## src/rtl/rom_arb_pkg.sv

```systemverilog
// Shared constants, owner encoding and grant-to-owner helper for the ROM port arbiter.
package rom_arb_pkg;

  localparam int unsigned ROM_ADDR_W = 10;
  localparam int unsigned ROM_DATA_W = 32;

  typedef enum logic [1:0] {
    OWN_NONE = 2'd0,
    OWN_IF   = 2'd1,
    OWN_DBG  = 2'd2
  } rom_own_t;

  // Grants are mutually exclusive, so the order of the tests is immaterial.
  function automatic rom_own_t own_from_grant(input logic if_gnt, input logic dbg_gnt);
    if (dbg_gnt)     return OWN_DBG;
    else if (if_gnt) return OWN_IF;
    else             return OWN_NONE;
  endfunction

endpackage

```

## src/rtl/rom_arb_starve_ctr.sv

```systemverilog
// Saturating count of consecutive denied DBG cycles; force_o makes DBG win once the limit is hit.
module rom_arb_starve_ctr #(
  parameter int unsigned STARVE_LIMIT = 4
) (
  input  logic clk,
  input  logic rst,
  input  logic dbg_req_i,
  input  logic dbg_gnt_i,
  output logic force_o
);

  localparam int unsigned          CNT_W = $clog2(STARVE_LIMIT + 1);
  localparam logic [CNT_W-1:0]     LIMIT = CNT_W'(STARVE_LIMIT);

  logic [CNT_W-1:0] cnt_q, cnt_d;

  always_comb begin
    cnt_d = cnt_q;
    if (!dbg_req_i || dbg_gnt_i) begin
      cnt_d = '0;
    end else if (cnt_q != LIMIT) begin
      cnt_d = cnt_q + CNT_W'(1);
    end
  end

  // NOTE: state registers use non-blocking assignments so every flop samples pre-edge values.
  always_ff @(posedge clk) begin
    if (rst) cnt_q <= '0;
    else     cnt_q <= cnt_d;
  end

  assign force_o = dbg_req_i && (cnt_q == LIMIT);

endmodule

```

## src/rtl/rom_port_arbiter.sv

```systemverilog
// Two-port (IF fixed priority, DBG secondary) arbiter in front of an external 1024x32 ROM.
// Define ROM_ARB_STARVE_EN to add the DBG starvation guard (bounded DBG wait).
module rom_port_arbiter
  import rom_arb_pkg::*;
#(
  parameter int unsigned ADDR_W       = ROM_ADDR_W,
  parameter int unsigned DATA_W       = ROM_DATA_W,
  parameter int unsigned STARVE_LIMIT = 4
) (
  input  logic              clk,
  input  logic              rst,
  input  logic              if_req,
  input  logic [ADDR_W-1:0] if_addr,
  output logic              if_gnt,
  output logic              if_rvalid,
  output logic [DATA_W-1:0] if_rdata,
  input  logic              dbg_req,
  input  logic [ADDR_W-1:0] dbg_addr,
  output logic              dbg_gnt,
  output logic              dbg_rvalid,
  output logic [DATA_W-1:0] dbg_rdata,
  output logic [ADDR_W-1:0] rom_addr,
  input  logic [DATA_W-1:0] rom_data_in
);

  rom_own_t          own_q, own_d;
  logic [DATA_W-1:0] if_rdata_q, dbg_rdata_q;
  logic              force_dbg;

`ifdef ROM_ARB_STARVE_EN
  rom_arb_starve_ctr #(
    .STARVE_LIMIT (STARVE_LIMIT)
  ) u_starve_ctr (
    .clk       (clk),
    .rst       (rst),
    .dbg_req_i (dbg_req),
    .dbg_gnt_i (dbg_gnt),
    .force_o   (force_dbg)
  );
`else
  assign force_dbg = 1'b0;
  // STARVE_LIMIT has no effect in the pure fixed-priority build.
  if (STARVE_LIMIT == 0) begin : g_starve_limit_unused
  end
`endif

  // Reset suppresses both grants so nothing is captured during or straight after reset.
  always_comb begin
    if_gnt  = 1'b0;
    dbg_gnt = 1'b0;
    if (!rst) begin
      if (force_dbg)   dbg_gnt = 1'b1;
      else if (if_req) if_gnt  = 1'b1;
      else             dbg_gnt = dbg_req;
    end
  end

  assign rom_addr = dbg_gnt ? dbg_addr : if_addr;
  assign own_d    = own_from_grant(if_gnt, dbg_gnt);

  always_ff @(posedge clk) begin
    if (rst) begin
      own_q       <= OWN_NONE;
      if_rdata_q  <= '0;
      dbg_rdata_q <= '0;
    end else begin
      own_q <= own_d;
      if (if_gnt)  if_rdata_q  <= rom_data_in;
      if (dbg_gnt) dbg_rdata_q <= rom_data_in;
    end
  end

  assign if_rvalid  = (own_q == OWN_IF);
  assign dbg_rvalid = (own_q == OWN_DBG);
  assign if_rdata   = if_rdata_q;
  assign dbg_rdata  = dbg_rdata_q;

endmodule

```

## config.mk

```make
export PLATFORM = sky130hd
export DESIGN_NAME = rom_port_arbiter
export DESIGN_NICKNAME = d
export VERILOG_FILES = /design/src/rtl/rom_arb_pkg.sv /design/src/rtl/rom_arb_starve_ctr.sv /design/src/rtl/rom_port_arbiter.sv
export SDC_FILE = /design/constraint.sdc
export NUM_CORES = 1
export LEC_CHECK = 0
export ABC_AREA = 1
export CORE_ASPECT_RATIO = 0.9
export CORE_MARGIN = 10
export CORE_UTILIZATION = 39
export DETAILED_ROUTE_END_ITERATION = 12
export PLACE_DENSITY = 0.82
export SLEW_MARGIN = 0
export SYNTH_ARGS = -nofsm -noshare
export SYNTH_HDL_FRONTEND = slang
export SYNTH_SLANG_ARGS = --single-unit
```

## constraint.sdc

```tcl
create_clock -name clk -period 1 [get_ports clk]
set_input_delay 0.15 -clock clk [delete_from_list [all_inputs] [get_ports clk]]
set_output_delay 0.15 -clock clk [all_outputs]
set_load 0.01 [all_outputs]
```

==> metrics, run 1 <==
net switching share of the total power 27.5%; H-tree lvl count 3; boundary pin count 134; starting density of the core 41.1%; grt total ovfl 0; average size of a mapped cell 7.76 µm²; worst setup path class flop to primary output; Final HPWL DP 6.56 mm; Layout area overhead 52.7%; Vias/cell 5.03; Cell Area, Placed 3960 µm²; vias after detailed routing 2802; clock-pin slew on the worst setup and hold paths 0.07 ns; average wire per cell in the routed design 16.5 µm; most area-consuming cells after synthesis sky130_fd_sc_hd__dfxtp_1, sky130_fd_sc_hd__nand4_1, sky130_fd_sc_hd__nor2_1; clock period minus final worst setup slack 1.06 ns; highest-count cells in the layout ignoring fill and taps sky130_fd_sc_hd__buf_2, sky130_fd_sc_hd__nor2_1, sky130_fd_sc_hd__dfxtp_1; count of warnings emitted by yosys 0; worst-path fanout max 2; total non-filler cell area in the finished layout 3920 µm²; RSZ-0062 raised after global routing yes; final wirelength 9.19 mm; row count 27; CP Data Required Time 0.85 ns; CTS buffer count 9; post-synthesis sequential area ratio 51.4%; Clock Sinks 66; worst clock skew 0 ns; post-detailed-route count of antenna-violating nets 0; peak supply drop 938 µV; most frequent standard cell in the layout excluding fill and tap cells sky130_fd_sc_hd__buf_2; Nets 520; CTS tree done; area of the core 6250 µm²; class of the tightest hold or removal check input port to flop; violated checks setup timing; vias in the first global route 2572; length of the first detailed-routing pass in iterations 6; relative max-transition margin 74.8%; P per Cell Area 1550 nW/µm²; quantity of hold-fixing buffers added after cts 0; Startpoint Class flop; aggregate global-route resource usage 16.5%; number of slew-limit violations in the final report 0; sequential group share of total power 47.0%; Arr. time, crit path 0.91 ns; Hold Fails Final Rpt 0; total die area 10200 µm²; Net Switching 1680 µW; outcome complete, but fails checks; global placement routability congestion 0.802; number of synthesized register bits 66; distinct cell type count of the synthesized netlist 13; Worst Setup Slack, final -0.0619 ns; Die Span Y 97.0 µm; buffer depth of the longest clock path 2; number of endpoints failing setup at the final stage 2; post-synthesis instance area 2570 µm²; CP endpoint kind primary output; global-route wire length before repair 14.0 mm; clock power share 36.2%; Tightest Pin Transition 0.378 ns; worst-case setup slack after placement -0.797 ns; Leak Pwr 0.00200 µW; cell taking the most area after synthesis sky130_fd_sc_hd__dfxtp_1; Post-Syn Nets 387; number of violations reported at the end of detailed-routing iteration 0 169; cell-internal power 4410 µW; Clk Tree Root Cell sky130_fd_sc_hd__clkbuf_8; highest clock rate 942 MHz; die outline width 106 µm; latest clock arrival within the worst-skew pair 0.32 ns; share of the synthesized area in the top cell type 51.4%; number of violations of the max-capacitance limit 0; worst-case hold slack 0.111 ns; number of antenna violations at the first check in global routing 1; share of layout cells above drive strength 1 30.5%; maximum number of pins on one net before global-route repair 58; number of instances in the synthesized netlist 331; number of I/O port buffers 133; residual DRC count 0; combinational share of power 16.8%; final worst path period share 106%
## through the flow
step / TNS (ns) / utilization, % / cells / power, µW
after global routing: -0.245 / 62.7 / 556 / 6350
after floorplan: 0 / - / 331 / 3360
after detailed placement: -47.28 / 63.3 / 536 / 4080
after CTS: -0.156 / 61.3 / 556 / 6110
final: -0.116 / 62.8 / 557 / 6090
after global placement: -45.42 / 63.3 / 536 / 4060
## cells in the mapped netlist, drive strengths merged
cell / number
dfxtp: 66
nand4: 42
nand3: 33
nand2: 53
nor2: 68
inv: 6
buf: 22
o21ai: 32
clkbuf: 9
## sequential cells by signal (all words and copies together), names as in the netlist
name,count
dbg_rdata,32
if_rdata,32
own_q,2
## worst max-delay path: stages (launching register included)
cell                      delay, ns
sky130_fd_sc_hd__dfxtp_2       0.33
sky130_fd_sc_hd__inv_2         0.03
sky130_fd_sc_hd__nor2_1        0.07
sky130_fd_sc_hd__buf_2         0.14
## what timing repair did
action                                  in CTS  in global routing
endpoints found under the setup margin     142                 60
pin swaps                                   17                  8
gates cloned                                 2                  0
resized for setup                          357                 31
setup buffers                                2                  0
## layout make-up
type / instances / area, µm²
multi-input combinational: 228 / 1070
timing repair buffer: 153 / 1170
tap: 87 / 109
fill: 571 / 2330
clock buffer: 9 / 124
sequential: 66 / 1340
inverter: 6 / 30.0
clock inverter: 7 / 70.1
antenna: 1 / 2.50
## cell families (layout without fill, tap and decap cells)
group / count (synthesis) / after routing / share of synthesized area, %
flops: 66 / 66 / 51.4
compound gates: 32 / 32 / 6.23
buf+inv: 37 / 175 / 7.89
simple gates: 196 / 196 / 34.4
other cells: 0 / 1 / 0
## power groups by stage
| stage | Sequential (µW) | Combinational (µW) | Clock (µW) |
|---|---|---|---|
| after floorplan | 2990 | 377 | 0 |
| after global placement | 2910 | 1150 | 0 |
| after detailed placement | 2920 | 1170 | 0 |
| after CTS | 2860 | 1000 | 2250 |
| after global routing | 2880 | 1120 | 2350 |
| final | 2860 | 1020 | 2200 |
## final timing paths
path,start,endpoint,slack [ns],cells past startpoint
max,own_q[1],dbg_rvalid,-0.06,3
min,rst,own_q[0],0.11,3
min reg2reg,dbg_rdata[8],dbg_rdata[8],0.47,2
max reg2reg,if_rdata[21],if_rdata[21],0.34,2
## per-layer routing
layer	wire length [µm]	part of all wire (%)	global-route usage, %	vias to the layer above
li1	-	-	-	1390
met1	3950	43	19.5	1281
met2	4230	46	26.3	119
met3	866	9.4	7.41	12
met4	140	1.5	4.86	0
met5	0	0	0	-
No activity file was read; power rests on OpenSTA's default activity.
==> run 2, diff against run 1 <==
CORE_UTILIZATION = 35   (was 39)
GPL_ROUTABILITY_DRIVEN = 0   (was unset)
PLACE_DENSITY = 0.78   (was 0.82)
clock period = 0.9 ns   (was 1 ns; I/O delays follow)
==> run 2 against run 1 <==
The run still ends with setup timing left. Design area is 14% higher. Wire length is 3.7% higher. Core utilization is 0.20 points higher. Sequential share of layout area is 2.8 points lower.
==> metrics, run 2 (same netlist as run 1, synthesis figures left out) <==
buffer depth of the longest clock path 2; Nets 524; Cells on Worst Hold Path 3; Fill cells 623; Tot Pwr 7340 µW; Clock Sinks 66; Reg-to-Reg Start if_rdata[16]; CP endpoint kind primary output; worst clock skew 0 ns; highest-count cells in the layout ignoring fill and taps sky130_fd_sc_hd__buf_6, sky130_fd_sc_hd__nor2_1, sky130_fd_sc_hd__dfxtp_2; average wire per cell in the routed design 16.8 µm; final core occ 63.0%; Startpoint Class flop; starting density of the core 36.1%; worst-case hold slack 0.0498 ns; number of endpoints failing setup at the final stage 67; Vias/cell 5.01; area of the core 7110 µm²; P per Cell Area 1640 nW/µm²; startpoint of the worst setup timing path own_q[1]; Hold Fails Final Rpt 0; relative max-transition margin 70.1%; die outline width 110 µm; outcome complete, but fails checks; share of layout cells above drive strength 1 44.2%; peak supply drop 1020 µV; reg2reg end if_rdata[16]; highest clock rate 941 MHz; number of slew-limit violations in the final report 0; Clk Tree Root Cell sky130_fd_sc_hd__clkbuf_8; Cell Area, Placed 3980 µm²; CP Data Required Time 0.76 ns; Die Span Y 101 µm; worst setup path class flop to primary output; Worst R2R Path Depth 2; Leak Pwr 0.00210 µW; total non-filler cell area in the finished layout 4480 µm²; number of violations reported at the end of detailed-routing iteration 0 152; worst-path fanout max 2; aggregate global-route resource usage 16.4%; total die area 11200 µm²; latest clock arrival within the worst-skew pair 0.33 ns; vias after detailed routing 2836; R2R setup slack 0.20 ns; clock period minus final worst setup slack 1.06 ns; residual DRC count 0; Layout area overhead 74.3%; Worst Setup Slack, final -0.162 ns; boundary pin count 134; number of violations of the max-capacitance limit 0; CTS buffer count 9; row count 29; final wirelength 9.53 mm; length of the first detailed-routing pass in iterations 4; most frequent standard cell in the layout excluding fill and tap cells sky130_fd_sc_hd__buf_6; Arr. time, crit path 0.93 ns; final worst path period share 118%; maximum number of pins on one net before global-route repair 97; clock-pin slew on the worst setup and hold paths 0.07 ns; grt total ovfl 0; Antenna diodes 0; Final HPWL DP 6.55 mm; class of the tightest hold or removal check input port to flop; CTS tree done; post-detailed-route count of antenna-violating nets 0; H-tree lvl count 3; capturing instance or port of the critical path dbg_rvalid; number of I/O port buffers 133; final setup TNS -0.947 ns; Tightest Pin Transition 0.448 ns; global-route wire length before repair 14.6 mm; number of antenna violations at the first check in global routing 0; violated checks setup timing; vias in the first global route 2689; RSZ-0062 raised after global routing yes
[run 2: changes by cell type in the layout (fill, tap and decap cells not counted), moves of 3 or more]
cell,before,now
sky130_fd_sc_hd__dlygate4sd2_1,15,20
sky130_fd_sc_hd__nand2_4,0,3
sky130_fd_sc_hd__dfxtp_2,15,66
sky130_fd_sc_hd__nand2_2,7,14
sky130_fd_sc_hd__buf_6,16,77
sky130_fd_sc_hd__nand2_1,46,36
sky130_fd_sc_hd__buf_8,0,4
sky130_fd_sc_hd__dfxtp_1,51,0
sky130_fd_sc_hd__buf_2,69,7
sky130_fd_sc_hd__dlymetal6s2s_1,5,0
[run 2: layout make-up]
type                       count  area [µm²]  share of cell area (%)
multi-input combinational    228        1110                    24.8
clock inverter                 7        93.8                    2.10
sequential                    66        1400                    31.3
tap                           93         116                    2.60
clock buffer                   9         124                    2.77
timing repair buffer         157        1600                    35.6
inverter                       6        32.5                   0.726
[run 2: report_power, final]
| part | switching (µW) | internal [µW] |
|---|---|---|
| clock | 1170 | 1550 |
| sequential | 121 | 3130 |
| combinational | 630 | 738 |
[run 2: how the worst min path moves through the flow]
stage / start / end / slack, ns
floorplan: rst / own_q[0] / 0.21
global placement: dbg_rdata[12] / dbg_rdata[12] / 0.46
detailed placement: dbg_rdata[21] / dbg_rdata[21] / 0.46
CTS: rst / own_q[0] / 0.03
global route: rst / own_q[0] / 0.04
finish: rst / own_q[0] / 0.05
[run 2: per-stage QoR]
step	setup slack, ns	std cells
3_5_place_dp	-0.859	546
4_1_cts	-0.175	566
2_1_floorplan	0.0525	331
3_3_place_gp	-0.833	546
5_1_grt	-0.226	566
6_report	-0.162	566
[run 2: what timing repair did]
item	CTS	global route
pin swaps	22	12
hold buffers	0	0
endpoints found under the setup margin	143	103
gates resized for setup	489	37
buffers inserted	2	0
cloned	2	0
[run 2: worst max-delay path, stage by stage, from the launching register on]
cell,delay (ns)
sky130_fd_sc_hd__dfxtp_2,0.34
sky130_fd_sc_hd__inv_2,0.03
sky130_fd_sc_hd__nor2_1,0.09
sky130_fd_sc_hd__buf_2,0.14
[run 2: routing by layer]
layer  GRT usage (%)  wire, µm
met4            4.34       103
met2            26.7      4540
met1            19.3      3820
met5               0         0
met3            7.11      1060
==> run 3, diff against run 2 <==
HOLD_SLACK_MARGIN = 0.12   (was unset)
SKIP_CTS_REPAIR_TIMING = 1   (was unset)
==> run 3 against run 2 <==
The run still ends with setup timing left. Core utilization up 0.86 points. Global-route usage down 0.89 points. Clock-buffer cell count unchanged. Register-to-register slack about the same. Sequential power about the same. Worst hold slack better by 0.15 ns. Flip-flop and latch count unchanged. Clock power about the same. Sequential share of layout area down 0.45 points. First-iteration DRC count down 11%. Total power about the same. Non-clock buffer count unchanged. Critical endpoint is now if_rvalid. Largest cell class unchanged.
==> metrics, run 3 (same netlist as run 1, synthesis figures left out) <==
CP endpoint kind primary output; final setup TNS -0.927 ns; die outline width 110 µm; H-tree lvl count 3; post-detailed-route count of antenna-violating nets 0; Die Span Y 101 µm; aggregate global-route resource usage 15.5%; Final HPWL DP 6.55 mm; Cell Area, Placed 3980 µm²; buffer depth of the longest clock path 2; maximum number of pins on one net before global-route repair 97; final worst path period share 117%; number of violations of the max-capacitance limit 0; RSZ-0062 raised after global routing yes; highest-count cells in the layout ignoring fill and taps sky130_fd_sc_hd__buf_6, sky130_fd_sc_hd__nor2_1, sky130_fd_sc_hd__dfxtp_2; class of the tightest hold or removal check input port to flop; length of the first detailed-routing pass in iterations 4; area of the core 7110 µm²; number of endpoints failing setup at the final stage 70; average wire per cell in the routed design 16.9 µm; Tot Pwr 7340 µW; CTS buffer count 9; sequential cell area 1400 µm²; Multi-input gate area 1100 µm²; met2 usage in global routing 24.8%; Nets 524; Layout area overhead 76.7%; number of slew-limit violations in the final report 0; boundary pin count 134; Vias/cell 5.01; worst clock skew 0 ns; CP Data Required Time 0.76 ns; peak supply drop 1020 µV; met1 demand-to-capacity share in global routing 18.9%; global-route wire length before repair 13.8 mm; number of antenna violations at the first check in global routing 0; Antenna diodes 0; residual DRC count 0; final wirelength 9.58 mm; worst setup path class flop to primary output; clock-pin slew on the worst setup and hold paths 0.07 ns; CTS tree done; Fill cells 613; total non-filler cell area in the finished layout 4540 µm²; Worst Setup Slack, final -0.151 ns; Hold Fails Final Rpt 0; number of violations reported at the end of detailed-routing iteration 0 135; R2R setup slack 0.21 ns; total die area 11200 µm²; Startpoint Class flop; Leak Pwr 0.00226 µW; latest clock arrival within the worst-skew pair 0.33 ns; most used routing layer met2; global-route track usage on met3 6.41%; P per Cell Area 1620 nW/µm²; Tightest Pin Transition 0.494 ns; highest clock rate 952 MHz; starting density of the core 36.1%; clock period minus final worst setup slack 1.05 ns; row count 29; grt total ovfl 0; Clock Sinks 66; number of I/O port buffers 133; relative max-transition margin 67.1%; vias after detailed routing 2833; most frequent standard cell in the layout excluding fill and tap cells sky130_fd_sc_hd__buf_6; worst-path fanout max 2; vias in the first global route 2578; Clk Tree Root Cell sky130_fd_sc_hd__clkbuf_8; share of layout cells above drive strength 1 42.7%; violated checks setup timing; outcome complete, but fails checks; Arr. time, crit path 0.92 ns
==> run 3: path summary, 6_finish.rpt <==
| check | end | from | cells past startpoint |
|---|---|---|---|
| worst min-delay path | own_q[1] | if_req | 5 |
| worst max-delay path | if_rvalid | own_q[0] | 3 |
| worst max register to register | if_rdata[16] | if_rdata[16] | 2 |
| worst min register to register | dbg_rdata[8] | dbg_rdata[8] | 2 |
==> run 3: where the power goes <==
part           total, µW  internal, µW  switching [µW]  leakage [µW]
clock network       2720          1550            1170      0.000105
logic               1380           747             629       0.00158
registers           3250          3130             120      0.000567
==> run 3: per-stage QoR <==
stage / utilization [%] / cells / worst slack (ns) / hold slack (ns)
after floorplan: - / 331 / 0.0525 / 0.207
after global placement: 56.0 / 546 / -0.833 / 0.456
after detailed placement: 56.0 / 546 / -0.859 / 0.459
after CTS: 59.0 / 562 / -0.857 / 0.146
after global routing: 63.8 / 566 / -0.212 / 0.204
final: 63.8 / 566 / -0.151 / 0.203
==> run 3: layer usage <==
metal  wire (µm)  vias to the layer above
li1            -                     1391
met1        4170                     1318
met2        4460                      116
met3         843                        8
met4         103                        0
met5           0                        -
==> run 3: area by class of cell <==
cell class | instances | share of cell area (%)
inverters | 6 | 0.772
clock inverters | 7 | 2.07
flip-flops and latches | 66 | 30.9
multi-input cells | 228 | 24.3
clock buffers | 9 | 2.73
repair buffers | 157 | 36.7
well taps | 93 | 2.56
==> run 3: critical path, cell delays in order (launching register included) <==
cell,delay (ns)
sky130_fd_sc_hd__dfxtp_1,0.34
sky130_fd_sc_hd__inv_1,0.04
sky130_fd_sc_hd__nor2_1,0.06
sky130_fd_sc_hd__buf_2,0.14
